## src/rtl/fft_mag_sq_stream.sv

```systemverilog
// Turns framed complex FFT bins into scaled, saturated |X|^2 for the first N bins of each frame.
// Also tracks frame position, flags framing violations and counts completed frames.
module fft_mag_sq_stream #(
    parameter int IN_W  = 16,
    parameter int W     = 16,
    parameter int N     = 8,
    parameter int FFT_N = 16,
    parameter int SHIFT = 8,
    localparam int IDX_W = (N > 1) ? $clog2(N) : 1,
    localparam int CNT_W = (FFT_N > 1) ? $clog2(FFT_N) : 1
) (
    input  logic                   clk,
    input  logic                   reset,
    input  logic                   fft_valid,
    input  logic                   fft_sop,
    input  logic                   fft_eop,
    input  logic signed [IN_W-1:0] fft_real,
    input  logic signed [IN_W-1:0] fft_imag,
    output logic                   mag_valid,
    output logic [W-1:0]           mag_sq,
    output logic                   mag_last,
    output logic [IDX_W-1:0]       bin_idx,
    output logic                   frame_err,
    output logic [15:0]            frames_out
);

    localparam int SUM_W = 2 * IN_W;
    localparam logic [SUM_W-1:0] SAT_MAX  = SUM_W'((64'd1 << W) - 64'd1);
    localparam logic [CNT_W-1:0] LAST_CNT = CNT_W'(FFT_N - 1);
    localparam logic [CNT_W-1:0] LAST_FWD = CNT_W'(N - 1);
    localparam logic [IDX_W-1:0] LAST_IDX = IDX_W'(N - 1);

    typedef enum logic [1:0] {IDLE, PASS, DROP} state_t;

    // The most negative input squares to 2^(2*IN_W-2), which still fits as a positive value.
    function automatic logic [SUM_W-1:0] square(input logic signed [IN_W-1:0] x);
        logic signed [SUM_W-1:0] xe;
        logic signed [SUM_W-1:0] p;
        xe = SUM_W'(x);
        p  = xe * xe;
        return p;
    endfunction

    function automatic logic [W-1:0] shift_sat(input logic [SUM_W-1:0] sum);
        logic [SUM_W-1:0] sh;
        sh = sum >> SHIFT;
        if (sh > SAT_MAX)
            return '1;
        return sh[W-1:0];
    endfunction

    logic                   vld_p0, sop_p0, eop_p0;
    logic signed [IN_W-1:0] re_p0, im_p0;
    logic                   vld_p1, last_p1;
    logic [IDX_W-1:0]       idx_p1;
    logic [SUM_W-1:0]       re_sq_p1, im_sq_p1;

    state_t           state, state_nxt;
    logic [CNT_W-1:0] cnt, cnt_nxt, pos;
    logic             in_frame, leave, fwd, err;
    logic [IDX_W-1:0] idx;

    // Stage 0: register the raw input sample
    always_ff @(posedge clk) begin
        if (reset)
            vld_p0 <= 1'b0;
        else
            vld_p0 <= fft_valid;
        sop_p0 <= fft_sop;
        eop_p0 <= fft_eop;
        re_p0  <= fft_real;
        im_p0  <= fft_imag;
    end

    // A sop sample is always bin 0; a frame closes on eop or on its last legal bin.
    assign pos      = sop_p0 ? '0 : cnt;
    assign in_frame = sop_p0 || (state != IDLE);
    assign leave    = eop_p0 || (pos == LAST_CNT);

    always_ff @(posedge clk) begin
        if (reset) begin
            state <= IDLE;
            cnt   <= '0;
        end else begin
            state <= state_nxt;
            cnt   <= cnt_nxt;
        end
    end

    always_comb begin
        state_nxt = state;
        cnt_nxt   = cnt;
        if (vld_p0 && in_frame) begin
            if (leave) begin
                state_nxt = IDLE;
                cnt_nxt   = '0;
            end else begin
                state_nxt = (pos < LAST_FWD) ? PASS : DROP;
                cnt_nxt   = pos + CNT_W'(1);
            end
        end
    end

    always_comb begin
        fwd = 1'b0;
        err = 1'b0;
        idx = pos[IDX_W-1:0];
        if (vld_p0) begin
            if (!in_frame) begin
                err = 1'b1;
            end else begin
                fwd = sop_p0 || (state == PASS);
                err = (sop_p0 && state != IDLE) || (eop_p0 != (pos == LAST_CNT));
            end
        end
    end

    // Stage 1: squares, forwarding decision and framing error
    always_ff @(posedge clk) begin
        if (reset) begin
            vld_p1    <= 1'b0;
            last_p1   <= 1'b0;
            frame_err <= 1'b0;
        end else begin
            vld_p1    <= fwd;
            last_p1   <= fwd && (idx == LAST_IDX);
            frame_err <= err;
        end
        idx_p1   <= idx;
        re_sq_p1 <= square(re_p0);
        im_sq_p1 <= square(im_p0);
    end

    // Stage 2: sum, shift and saturate onto the outputs
    always_ff @(posedge clk) begin
        if (reset) begin
            mag_valid  <= 1'b0;
            mag_last   <= 1'b0;
            mag_sq     <= '0;
            bin_idx    <= '0;
            frames_out <= '0;
        end else begin
            mag_valid <= vld_p1;
            mag_last  <= vld_p1 && last_p1;
            if (vld_p1) begin
                mag_sq  <= shift_sat(re_sq_p1 + im_sq_p1);
                bin_idx <= idx_p1;
            end
            if (vld_p1 && last_p1)
                frames_out <= frames_out + 16'd1;
        end
    end

endmodule
```

## config.mk

```make
export PLATFORM = sky130hd
export DESIGN_NAME = fft_mag_sq_stream
export DESIGN_NICKNAME = d
export VERILOG_FILES = /design/src/rtl/fft_mag_sq_stream.sv
export SDC_FILE = /design/constraint.sdc
export NUM_CORES = 1
export LEC_CHECK = 0
export CAP_MARGIN = 10
export CORE_ASPECT_RATIO = 0.9
export CORE_MARGIN = 2
export CORE_UTILIZATION = 55
export CTS_CLUSTER_DIAMETER = 100
export DETAILED_ROUTE_END_ITERATION = 16
export DONT_BUFFER_PORTS = 1
export PLACE_DENSITY = 0.7
export SLEW_MARGIN = 20
export SYNTH_ARGS = -nofsm -noshare
export SYNTH_HDL_FRONTEND = slang
export SYNTH_SLANG_ARGS = --single-unit
export TNS_END_PERCENT = 50
```

## constraint.sdc

```tcl
create_clock -name clk -period 15.9 [get_ports clk]
set_input_delay 3.18 -clock clk [delete_from_list [all_inputs] [get_ports clk]]
set_output_delay 3.18 -clock clk [all_outputs]
set_load 0.02 [all_outputs]
```

# ---- After elaboration in Yosys (flattened, before gate mapping)
# Cells that the tools add are included.
dict set report word_totals {
  out_inout_bits 38
  word_cells 52
  ff_bits 148
  inputBits 37
}
dict set report op_classes {
  multipliers 2
  order_cmp 2
  bitwise_logic 1
  reduce_logical 10
  n_eq_ne 4
  add_sub_neg 3
  mux 12
}
# cell n
set ops {}
lappend ops {{16-bit by 16-bit multiplier with 32-bit output} 2}
lappend ops {{32-bit adder} 1}
lappend ops {{16-bit 2-to-1 mux} 2}
lappend ops {{24-bit by 16-bit greater-than comparator with 1-bit output, second input constant} 1}
lappend ops {{16-bit by 1-bit adder with 16-bit output, second input constant} 1}
lappend ops {{4-bit 2-to-1 mux} 2}
lappend ops {{1-bit 2-to-1 mux} 6}
lappend ops {{4-bit by 1-bit adder with 4-bit output, second input constant} 1}
lappend ops {{4-bit == test, second input constant} 1}
lappend ops {{1-bit logical AND} 4}
lappend ops {{1-bit logical OR} 4}
lappend ops {{4-bit by 3-bit < comparator with 1-bit output, second input constant} 1}
lappend ops {{2-bit 2-to-1 mux} 2}
lappend ops {{3-bit == test, second input constant} 1}
lappend ops {{2-bit by 1-bit == test with 1-bit output, second input constant} 1}
lappend ops {{2-bit nonzero test} 1}
lappend ops {{2-bit OR reduction} 1}
lappend ops {{1-bit inequality test} 1}
lappend ops {{1-bit NOT} 1}

# ---- Depth between registers and ports, before layout
dict set report depth {
  depth_word 6
  mapped_depth 25
  depth_no_buf 24
}

# ---- Worst setup path before layout
# Ideal clock, no wire load.
dict set report synth_timing {
  path_type {register -> register}
  startpoint {reg re_p0[1]}
  endpoint {reg re_sq_p1[31]}
  path_stages_with_launch 23
  t_arrival_ns 6.420
  n_path_buf 2
  setup_ns 0.072
  setup_slack_ns 9.407
  period_less_slack_ns 6.493
  required_ns 15.828
  path_cell_list {dfxtp_1 -> clkbuf_1 -> clkbuf_1 -> nand2_1 -> fa_1 -> fa_1 -> fa_1 -> inv_1 -> fa_1 -> fa_1 -> inv_1 -> fa_1 -> inv_1 -> ha_1 -> and4_1 -> and2_1 -> a2111o_1 -> o221a_2 -> o41ai_1 -> o211a_1 -> nand2_1 -> a31oi_1 -> xnor2_1}
}
dict set report synth_between {
  elab_chain_len 1
}
# element line_no
set synth_lines {}
lappend synth_lines {{from (decl)} 53} ;# logic signed [IN_W-1:0] re_p0, im_p0;
lappend synth_lines {{from (signal assigned)} 71} ;# re_p0 <= fft_real;
lappend synth_lines {{16-bit by 16-bit multiplier with 32-bit output} 40} ;# p = xe * xe;
lappend synth_lines {{to (signal assigned)} 130} ;# re_sq_p1 <= square(re_p0);
lappend synth_lines {{to (decl)} 56} ;# logic [SUM_W-1:0] re_sq_p1, im_sq_p1;
# Every way passes these cells.
# A chain may end at the register's enable or synchronous reset.

# ---- Worst setup path after layout
dict set report layout_timing {
  startpoint {reg im_p0[15]}
  endpoint {reg im_sq_p1[29]}
}
dict set report layout_between {
  elab_chain_len 1
}
# element line_no
set layout_lines {}
lappend layout_lines {{from (decl)} 53}
lappend layout_lines {{from (signal assigned)} 72} ;# im_p0 <= fft_imag;
lappend layout_lines {{16-bit by 16-bit multiplier with 32-bit output} 40}
lappend layout_lines {{to (signal assigned)} 131} ;# im_sq_p1 <= square(im_p0);
lappend layout_lines {{to (decl)} 56}
# Every way passes these cells.

==> results <==
- The worst hold path belongs to the class register to register.
- Across the run, the number of max-cap violations was 0.
- The clock net in this run drives a total of about 140 sinks.
- The setup TNS is 0 ps.
- Counting every net in the synthesized netlist gives 3169.
- The floorplan step defined a die boundary enclosing 43250 um^2.
- In this run the critical register-to-register path is captured at im_sq_p1[29].
- The share of the Yosys chip area taken by registers is 12.60%.
- At the end of the flow the core is filled with cells to between 50% and 60%.
- Setup repair after global routing left no endpoint under its margin.
- The detail-routed net length per standard cell is 15.59 um.
- The number of clock buffers added by TritonCTS is 17.
- After detailed routing, the number of remaining DRC violations is 0.
- The count of vias placed by the detailed router is 15590.
- For the worst setup path, the data required time is approximately 16000 ps.
- The number of antenna violations at the first check in global routing is 0.
- After technology mapping, the gate count stands at 2450.
- The startpoint of the most critical setup path is im_p0[15].
- The worst relative slew slack is a little over a third.
- The leading register cell type out of synthesis is sky130_fd_sc_hd__dfxtp_1.
- For this configuration, the core starts out at a cell density of 56.05%.
- The run finished with clean final reports.
- The top achievable clock speed is 132.6 MHz.
- From bottom edge to top edge, the die measures 197.5 um.
- The peak fanout along the critical path is 18.
- Setup violations remaining at the end of the flow were counted as 0.
- For the final database, setup skew stands at around 17 ps.
- The count of buffers added on input and output ports is 0.
- The maximum count of clock buffers along a single path is 2.
- For flop-to-flop paths, the worst setup slack is 8360 ps.
- The portion of synthesized cell area occupied by the leading cell type is 40.78%.
- The final estimated routing congestion in global placement is 0.9089.
- The tree is rooted in a sky130_fd_sc_hd__clkbuf_16.
- The floorplan step set the die width to 219.0 um.
- The largest total area in the synthesized netlist belongs to sky130_fd_sc_hd__fa_1.
- The pin count of the biggest net entering global routing is 46.
- After global routing the overflow that remains totals 0.
- The Yosys step of the flow raised 0 warnings.
- The first-pass GRT wire length is 79.99 mm.
- The kind of end point of the critical path is a register.
- The worst path needs 7539 ps of the cycle, external delays included.
- For the pin with the worst max-slew slack, the measured transition is 949.0 ps.
- Once the clock tree was built, the setup fixing pass inserted 0 buffers.
- The detailed-route wire length is 46.22 mm.
- Compared with the post-synthesis result, the final layout area differs by 4.594%.
- The launch instance of the worst register-to-register path is im_p0[15].
- The worst setup path is launched from a register.
- In this run the cell area of the synthesized design comes to about 23000 um^2.
- For this run, the detailed router's first-pass iteration total came to 5.
- Detailed placement finished with a half-perimeter wire length of 38.94 mm.
- The count of cell types in the netlist is 64.
- The worst path uses a little under half of the clock period.
- By area the synthesized netlist is led by sky130_fd_sc_hd__fa_1 41%, sky130_fd_sc_hd__dfxtp_1 13%, sky130_fd_sc_hd__ha_1 12%.
- The hold-fix buffer count after cts is 0.
- The number of global-route vias before repair was 17000.
- The clock transition at the register clock pins on the worst setup and hold paths after CTS is 80 ps.
- The first routing iteration left 819 violations.
- The max-slew violation count is 0.
- TritonCTS built the clock tree.
- The critical path ends at im_sq_p1[29].
- sky130_fd_sc_hd__inv_1 is the most common cell in the netlist.
- The number of enable-type register cells in the synthesized netlist is 0.
- The number of vias per cell after detailed routing is 5.258.
- The count of endpoints failing hold in the final timing report is 0.
- Global routing used 23.29% of the available tracks.
- The final antenna diode count is 0.
- After floorplanning, the core was sized to cover 40810 um^2.
- Of all flip-flops after synthesis, the portion carrying an async set or reset was 0%.
- The insertion delay to the later sink of the worst-skew pair is 460 ps.
- The number of levels the H-tree was split into is 4.
- The number of antenna-violating nets in the routed design is 0.
- The number of ports placed on the die boundary is 75.
- The share of layout cells above drive strength 1 is 2.557%.
- At the worst endpoint, the arrival time is 7880 ps.
- The path depth of the worst reg2reg path is 18.
- The post-synthesis area per instance is 9.338 um^2.
- After floorplanning, the core was divided into 70 placement rows.
- The number of flip-flops and latches in the synthesized netlist is around 140.
- The number of nets in the finished design is between 3000 and 4000.
- The post-cts sizing count is 0.
- The commonest cells after synthesis are 667 x sky130_fd_sc_hd__inv_1, 466 x sky130_fd_sc_hd__fa_1, 216 x sky130_fd_sc_hd__ha_1, 179 x sky130_fd_sc_hd__nand2_1, 154 x sky130_fd_sc_hd__nor2_1.
- The kind of critical path is register to register.
cell type report:
type / count / area, um^2
tap: 540 / 675.6
inverter: 669 / 2511
fill: 3555 / 16880
clock inverter: 15 / 163.9
timing repair buffer: 4 / 30.03
sequential: 144 / 2883
multi-input combinational: 1576 / 17240
clock buffer: 17 / 425.4
stage by stage:
step                cell area, um^2  hold slack, ps  setup WS, ps  std cells
global route                  23930           484.0          7967       2965
floorplan                     22880           422.9          9407       2450
finish                        23930           470.4          8361       2965
detailed placement            23340           461.3          8504       2933
CTS                           23930           471.5          8465       2965
global placement              23340           449.5          8747       2933
worst min path at each step:
stage	depth (start not counted)	start	endpoint
6_report	2	cnt[0]	cnt[0]
5_1_grt	2	cnt[1]	cnt[1]
3_3_place_gp	2	cnt[1]	cnt[1]
2_1_floorplan	1	re_p0[0]	re_sq_p1[2]
4_1_cts	2	cnt[0]	cnt[0]
3_5_place_dp	2	cnt[0]	cnt[0]
logic make-up after synthesis:
logic type / after synthesis / share of synthesized area [%]
simple gates: 529 / 10.73
flops: 144 / 12.60
mux: 6 / 0.2680
fa+ha+maj: 682 / 52.59
buf+inv: 730 / 12.04
xor+xnor: 124 / 4.747
compound gates: 235 / 7.022
registers in the layout, indices dropped and copies added, names as in the netlist, 2 cells and up:
name        cells
im_p0          16
mag_sq         16
bin_idx         3
re_sq_p1       30
im_sq_p1       30
re_p0          16
idx_p1          3
state           2
frames_out     16
cnt             4
critical path, stage by stage (launching register included):
cell	delay (ps)
sky130_fd_sc_hd__dfxtp_1	740
sky130_fd_sc_hd__inv_1	450
sky130_fd_sc_hd__nor2_1	330
sky130_fd_sc_hd__fa_1	610
sky130_fd_sc_hd__fa_1	730
sky130_fd_sc_hd__fa_1	480
sky130_fd_sc_hd__fa_1	510
sky130_fd_sc_hd__fa_1	490
sky130_fd_sc_hd__inv_1	50
sky130_fd_sc_hd__fa_1	480
sky130_fd_sc_hd__inv_1	50
sky130_fd_sc_hd__ha_1	180
sky130_fd_sc_hd__or3_1	460
sky130_fd_sc_hd__or3_1	390
sky130_fd_sc_hd__o21ai_0	360
sky130_fd_sc_hd__o311ai_1	240
sky130_fd_sc_hd__o221ai_1	300
sky130_fd_sc_hd__or4b_1	460
sky130_fd_sc_hd__o311ai_0	110
routing by layer:
layer,vias to the layer above,GRT usage [%],part of all wire [%]
li1,7277,-,-
met1,7915,30.45,42
met2,339,40.68,51
met3,58,2.617,4.7
met4,0,7.257,2.3
met5,-,0,0
cell usage in the layout, fill, tap and decap left out, drive strengths merged, types with 6 or more instances in the layout:
cell,synthesis,final
ha,216,216
or2,6,6
clkbuf,56,17
fa,466,466
o21bai,18,18
a21oi,65,65
a31o,11,11
o21ai,27,27
nor2b,18,18
nand4,10,10
nand2,179,179
a211oi,20,20
xor2,44,44
dfxtp,144,144
xnor2,80,80
clkinv,2,6
nand2b,13,13
a21o,30,30
o21a,13,13
nand3,35,35
and2,69,69
nor2,154,154
and3,10,10
nor3,14,14
inv,667,676
Power is not shown: default switching activity piles up to over one toggle a cycle in this logic, so the estimate is an artifact.
==> RTL change 1 (config.mk and constraints unchanged) <==
Remove the register `mag_last`: a continuous assignment takes its place, so the output `mag_last` follows one clock earlier.
--- a/src/rtl/fft_mag_sq_stream.sv
+++ b/src/rtl/fft_mag_sq_stream.sv
@@ -135,13 +135,11 @@
     always_ff @(posedge clk) begin
         if (reset) begin
             mag_valid  <= 1'b0;
-            mag_last   <= 1'b0;
             mag_sq     <= '0;
             bin_idx    <= '0;
             frames_out <= '0;
         end else begin
             mag_valid <= vld_p1;
-            mag_last  <= vld_p1 && last_p1;
             if (vld_p1) begin
                 mag_sq  <= shift_sat(re_sq_p1 + im_sq_p1);
                 bin_idx <= idx_p1;
@@ -151,4 +149,6 @@
         end
     end
 
+    assign mag_last = vld_p1 && last_p1;
+
 endmodule
Check against the original RTL: not settled (the Yosys comparison gave no result); the edit may change what the design does.
==> RTL change 1 against the original RTL <==
Area after synthesis grew 2.0%. Hold slack barely moved. Worst setup slack improved by 480 ps. Utilization is 0.42 points lower. Count of clock-buffer cells in the layout increased by 1. Wire length grew 3.4%. Sequential cell count decreased by 1. Final area grew 1.8%. Non-clock buffer count fell by 2.
Power is not shown: default switching activity piles up to over one toggle a cycle in this logic, so the estimate is an artifact.
==> RTL change 1: results (changes against the original RTL) <==
Detailed routing
  • Met3 wire len: 2450 um (was 2160 um)
  • Routed vias: 16,300 (was 15,600)
  • Top sig layer: met4 (unchanged)
  • Initial DRC count: 906 (was 819)
  • Wirelength, routed: 47,800 um (was 46,200 um)
  • Metal-1 WL: 20,200 um (was 19,500 um)
  • WL met2: 23,900 um (was 23,500 um)
  • # DRC: 0 (unchanged)
  • DRT Pass-1 Iters: 6 (was 5)

Logic synthesis
  • Post-synth top cells: inv_1, fa_1, ha_1 (unchanged)
  • YS warnings: 0 (unchanged)
  • Sequential element share of the synthesized area: 0.123 (was 0.126)
  • Synth Net Count: 3,246 (was 3,169)
  • Main synth FF type: dfxtp_1 (unchanged)
  • Top cells by area, synth: fa_1, dfxtp_1, ha_1 (unchanged)
  • Distinct cell type count after synthesis: 68 (was 64)

GRT
  • Total track usage: 0.237 (was 0.233)
  • First-pass GRT wire length: 83,500 um (was 80,000 um)
  • Vias in the first global route: 17,600 (was 17,000)
  • Pin count of the biggest net entering global routing: 45 (was 46)
  • Grt ovf: 0 (unchanged)

Layout
  • Fill cell count: 3,686 (was 3,555)
  • Inserted Diodes: 0 (unchanged)
  • Share of cells above drive strength 1: 0.0272 (was 0.0256)

Run status
  • Status: completed (unchanged)

Critical path
  • Critical path data arrival time: 7440 ps (was 7880 ps)
  • CP endpoint kind: flop (unchanged)
  • R2r setup slk: 8840 ps (was 8360 ps)

Timing
  • Slew HR: 0.378 (was 0.363)
  • Layout Skew: 15.5 ps (was 16.9 ps)

Place
  • Placer Congestion: 0.944 (was 0.909)
  • Post-DP HPWL: 40,300 um (was 38,900 um)

CTS
  • Clock-pin slew on the worst setup and hold paths: 80 ps (about the same)
  • Post-CTS Resized: 0 (unchanged)
  • H-tree levels: 4 (unchanged)
  • CTS root buffer: clkbuf_16 (unchanged)
  • Clk buf depth: 2 (unchanged)
  • Worst-Skew Late Latency: 450 ps

Hold path
  • Hold crit path type: flop to flop (unchanged)
[RTL change 1: cell count changes in the layout (fill, tap and decap cells not counted), sizes merged, moves of 6 or more]
cell / before / now
a211oi: 20 / 6
a21o: 30 / 24
a21oi: 65 / 73
a311oi: 1 / 13
a31oi: 4 / 13
and3: 10 / 20
inv: 676 / 689
nand2: 179 / 187
nor2: 154 / 145
nor3: 14 / 28
o211ai: 4 / 10
o21ai: 27 / 37
or3: 5 / 14
xor2: 44 / 25
[RTL change 1: layout make-up]
type	instances	area, sq um	share of cell area
Clock buffer	18	429	0.0176
Tap cell	547	684	0.0281
Timing Repair Buffer	2	15.0	0.000616
Inverter	681	2560	0.105
Multi-Input combinational cell	1639	17700	0.725
Sequential cell	143	2860	0.118
Clock inverter	14	148	0.00606
[RTL change 1: path summary, 6_finish.rpt]
kind	start	end	cells past startpoint
hold / removal	cnt[0]	cnt[0]	2
hold reg to reg	cnt[0]	cnt[0]	2
setup reg to reg	re_p0[15]	re_sq_p1[27]	18
setup / recovery	re_p0[15]	re_sq_p1[27]	18
[RTL change 1: critical path, cell delays in order, from the launching register on]
cell and delay [ps]:
dfxtp_1 760, inv_1 510, nor2_1 330, fa_1 600
fa_1 570, fa_1 450, fa_1 500, fa_1 500
inv_1 60, fa_1 470, inv_1 40, ha_1 320
inv_1 150, o21ai_0 150, a2111oi_0 460, o21a_1 270
nor3_1 120, a2111oi_0 540, xnor2_1 180
[RTL change 1: kinds of logic (layout without fill, tap and decap cells)]
logic type | Yosys count | count (layout) | share of synthesized area
mux | 8 | 8 | 0.00359
flops | 143 | 143 | 0.123
simple gates | 570 | 570 | 0.115
compound gates | 271 | 271 | 0.0814
xor+xnor | 108 | 108 | 0.0405
fa+ha+maj | 682 | 682 | 0.516
buf+inv | 745 | 715 | 0.121
[RTL change 1: per-stage QoR]
stage          utilization  setup slack, ps  hold slack [ps]  cells  cell area, sq um
2_1_floorplan            -             9800              440   2527             23300
3_3_place_gp         0.568             9220              449   3011             23800
3_5_place_dp         0.568             8930              463   3011             23800
4_1_cts              0.582             8870              473   3043             24300
5_1_grt              0.582             8420              488   3044             24400
6_report             0.582             8840              471   3044             24400
[RTL change 1: metal layers]
metal / up-vias / global-route usage
met3: 77 / 0.0378
met2: 387 / 0.408
li1: 7591 / -
met1: 8199 / 0.305
met4: 0 / 0.0805
met5: - / 0
==> RTL change 2 (config.mk and constraints unchanged) <==
Without the edit above. Change the parameter `FFT_N` from 16 to 8.
--- a/src/rtl/fft_mag_sq_stream.sv
+++ b/src/rtl/fft_mag_sq_stream.sv
@@ -4,7 +4,7 @@
     parameter int IN_W  = 16,
     parameter int W     = 16,
     parameter int N     = 8,
-    parameter int FFT_N = 16,
+    parameter int FFT_N = 8,
     parameter int SHIFT = 8,
     localparam int IDX_W = (N > 1) ? $clog2(N) : 1,
     localparam int CNT_W = (FFT_N > 1) ? $clog2(FFT_N) : 1
Function: not settled (the Yosys comparison gave no result); the edit may change what the design does.
==> RTL change 2 against the original RTL <==
Hold slack worse by 11 ps. Area after synthesis up 0.63%. Sequential share of layout area down 0.17 points. Clock skew about the same. Critical path type unchanged. Final area up 0.70%. Wire length up 1.4%. Final cell count about the same. Worst setup slack better by 430 ps. Sequential cell count down 1. Maximum frequency up 6.1%.
Power is left out: the tool's default activity adds up to more than one toggle a clock period on the data nets, which glitch-free logic cannot reach.
==> RTL change 2: results (changes against the original RTL) <==
GRT
  • Total track usage: 0.236 (was 0.233)
  • M1 GR Usage: 0.302 (was 0.304)
  • M2 GR Usage: 0.406 (was 0.407)
  • Antenna violations before repair: 1 (was 0)
  • Pin count of the biggest net entering global routing: 45 (was 46)
  • Met3 Usage GRT: 0.0312 (was 0.0262)
  • Vias in the first global route: 17,000 (about the same)
  • First-pass GRT wire length: 80,300 um (was 80,000 um)

Critical path
  • CP startpoint: re_p0[15] (was im_p0[15])
  • Worst R2R Start: re_p0[15] (was im_p0[15])
  • Worst Setup EP: re_sq_p1[31] (was im_sq_p1[29])
  • R2r setup slk: 8790 ps (was 8360 ps)
  • Critical Path Fanout Max: 19 (was 18)
  • Critical path data arrival time: 7520 ps (was 7880 ps)

Floorplan
  • TAP cells: 547 (was 540)

Layout
  • Area of the multi-input gates: 17,500 sq um (was 17,200 sq um)
  • Register area: 2860 sq um (was 2880 sq um)
  • Clk tree area frac: 0.0257 (was 0.0246)
  • Nets: 3,123 (was 3,131)
  • Syn-to-layout area delta: 4.66% (was 4.59%)
  • #MultiIn Comb: 1,593 (was 1,576)
  • Fill cell count: 3,593 (was 3,555)
  • Count of non-CTS buffers in the layout: 2 (was 4)
  • Inserted Diodes: 1 (was 0)
  • Share of cells above drive strength 1: 0.0373 (was 0.0256)
  • Inverter count: 646 (was 669)

Timing
  • Layout Skew: 17.3 ps (was 16.9 ps)
  • Least-Margin Pin Slew: 970 ps (was 949 ps)

Hold path
  • Min-Delay Endpoint: mag_last (was cnt[0])

Logic synthesis
  • Distinct cell type count after synthesis: 70 (was 64)
  • Mean post-synth cell area: 9.43 sq um (was 9.34 sq um)
  • Top cells by area, synth: fa_1, dfxtp_1, ha_1 (unchanged)
  • Sequential element share of the synthesized area: 0.124 (was 0.126)
  • Post-synth top cells: inv_1, fa_1, ha_1 (unchanged)
  • Synth Net Count: 3,162 (was 3,169)

Detailed routing
  • Routed vias: 15,500 (was 15,600)
  • DRT Pass-1 Iters: 4 (was 5)
  • Wire length per cell: 15.8 um (was 15.6 um)

Run status
  • Status: completed (unchanged)

Place
  • Placed instance count: 2,931 (was 2,933)
  • Post-DP HPWL: 39,200 um (was 38,900 um)
  • Post-Place Setup Slack: 8860 ps (was 8500 ps)
  • Post-DP Area: 23,500 sq um (was 23,300 sq um)

CTS
  • Worst-Skew Late Latency: 490 ps (was 460 ps)
## RTL change 2: cell count changes after synthesis, moves of 10 or more
cell	before	now
a21oi_1	65	78
a211oi_2	1	12
o21a_1	13	3
and2_1	69	80
nand2_1	179	191
nor2_1	154	124
inv_1	667	646
## RTL change 2: cells by family (layout without fill, tap and decap cells)
family / after synthesis / in the layout / share of synthesized area
buffers and inverters: 706 / 680 / 0.116
adders and majority gates: 683 / 683 / 0.524
and+or+nand+nor: 525 / 525 / 0.108
AOI/OAI and AO/OA: 255 / 255 / 0.0778
DFF: 143 / 143 / 0.124
xor gates and xnor gates: 124 / 124 / 0.0472
muxes: 6 / 6 / 0.00283
other: 0 / 1 / 0
## RTL change 2: tightest hold or removal path: cells and delay by family (launching register included)
family	cells	cell delay, ps
AND/OR/NAND/NOR	2	110
flip-flops	1	310
## RTL change 2: per-layer routing
layer	routed length [um]	part of all wire
met1	20300	0.43
met2	23400	0.50
met3	1750	0.037
met4	1430	0.031
met5	0	0
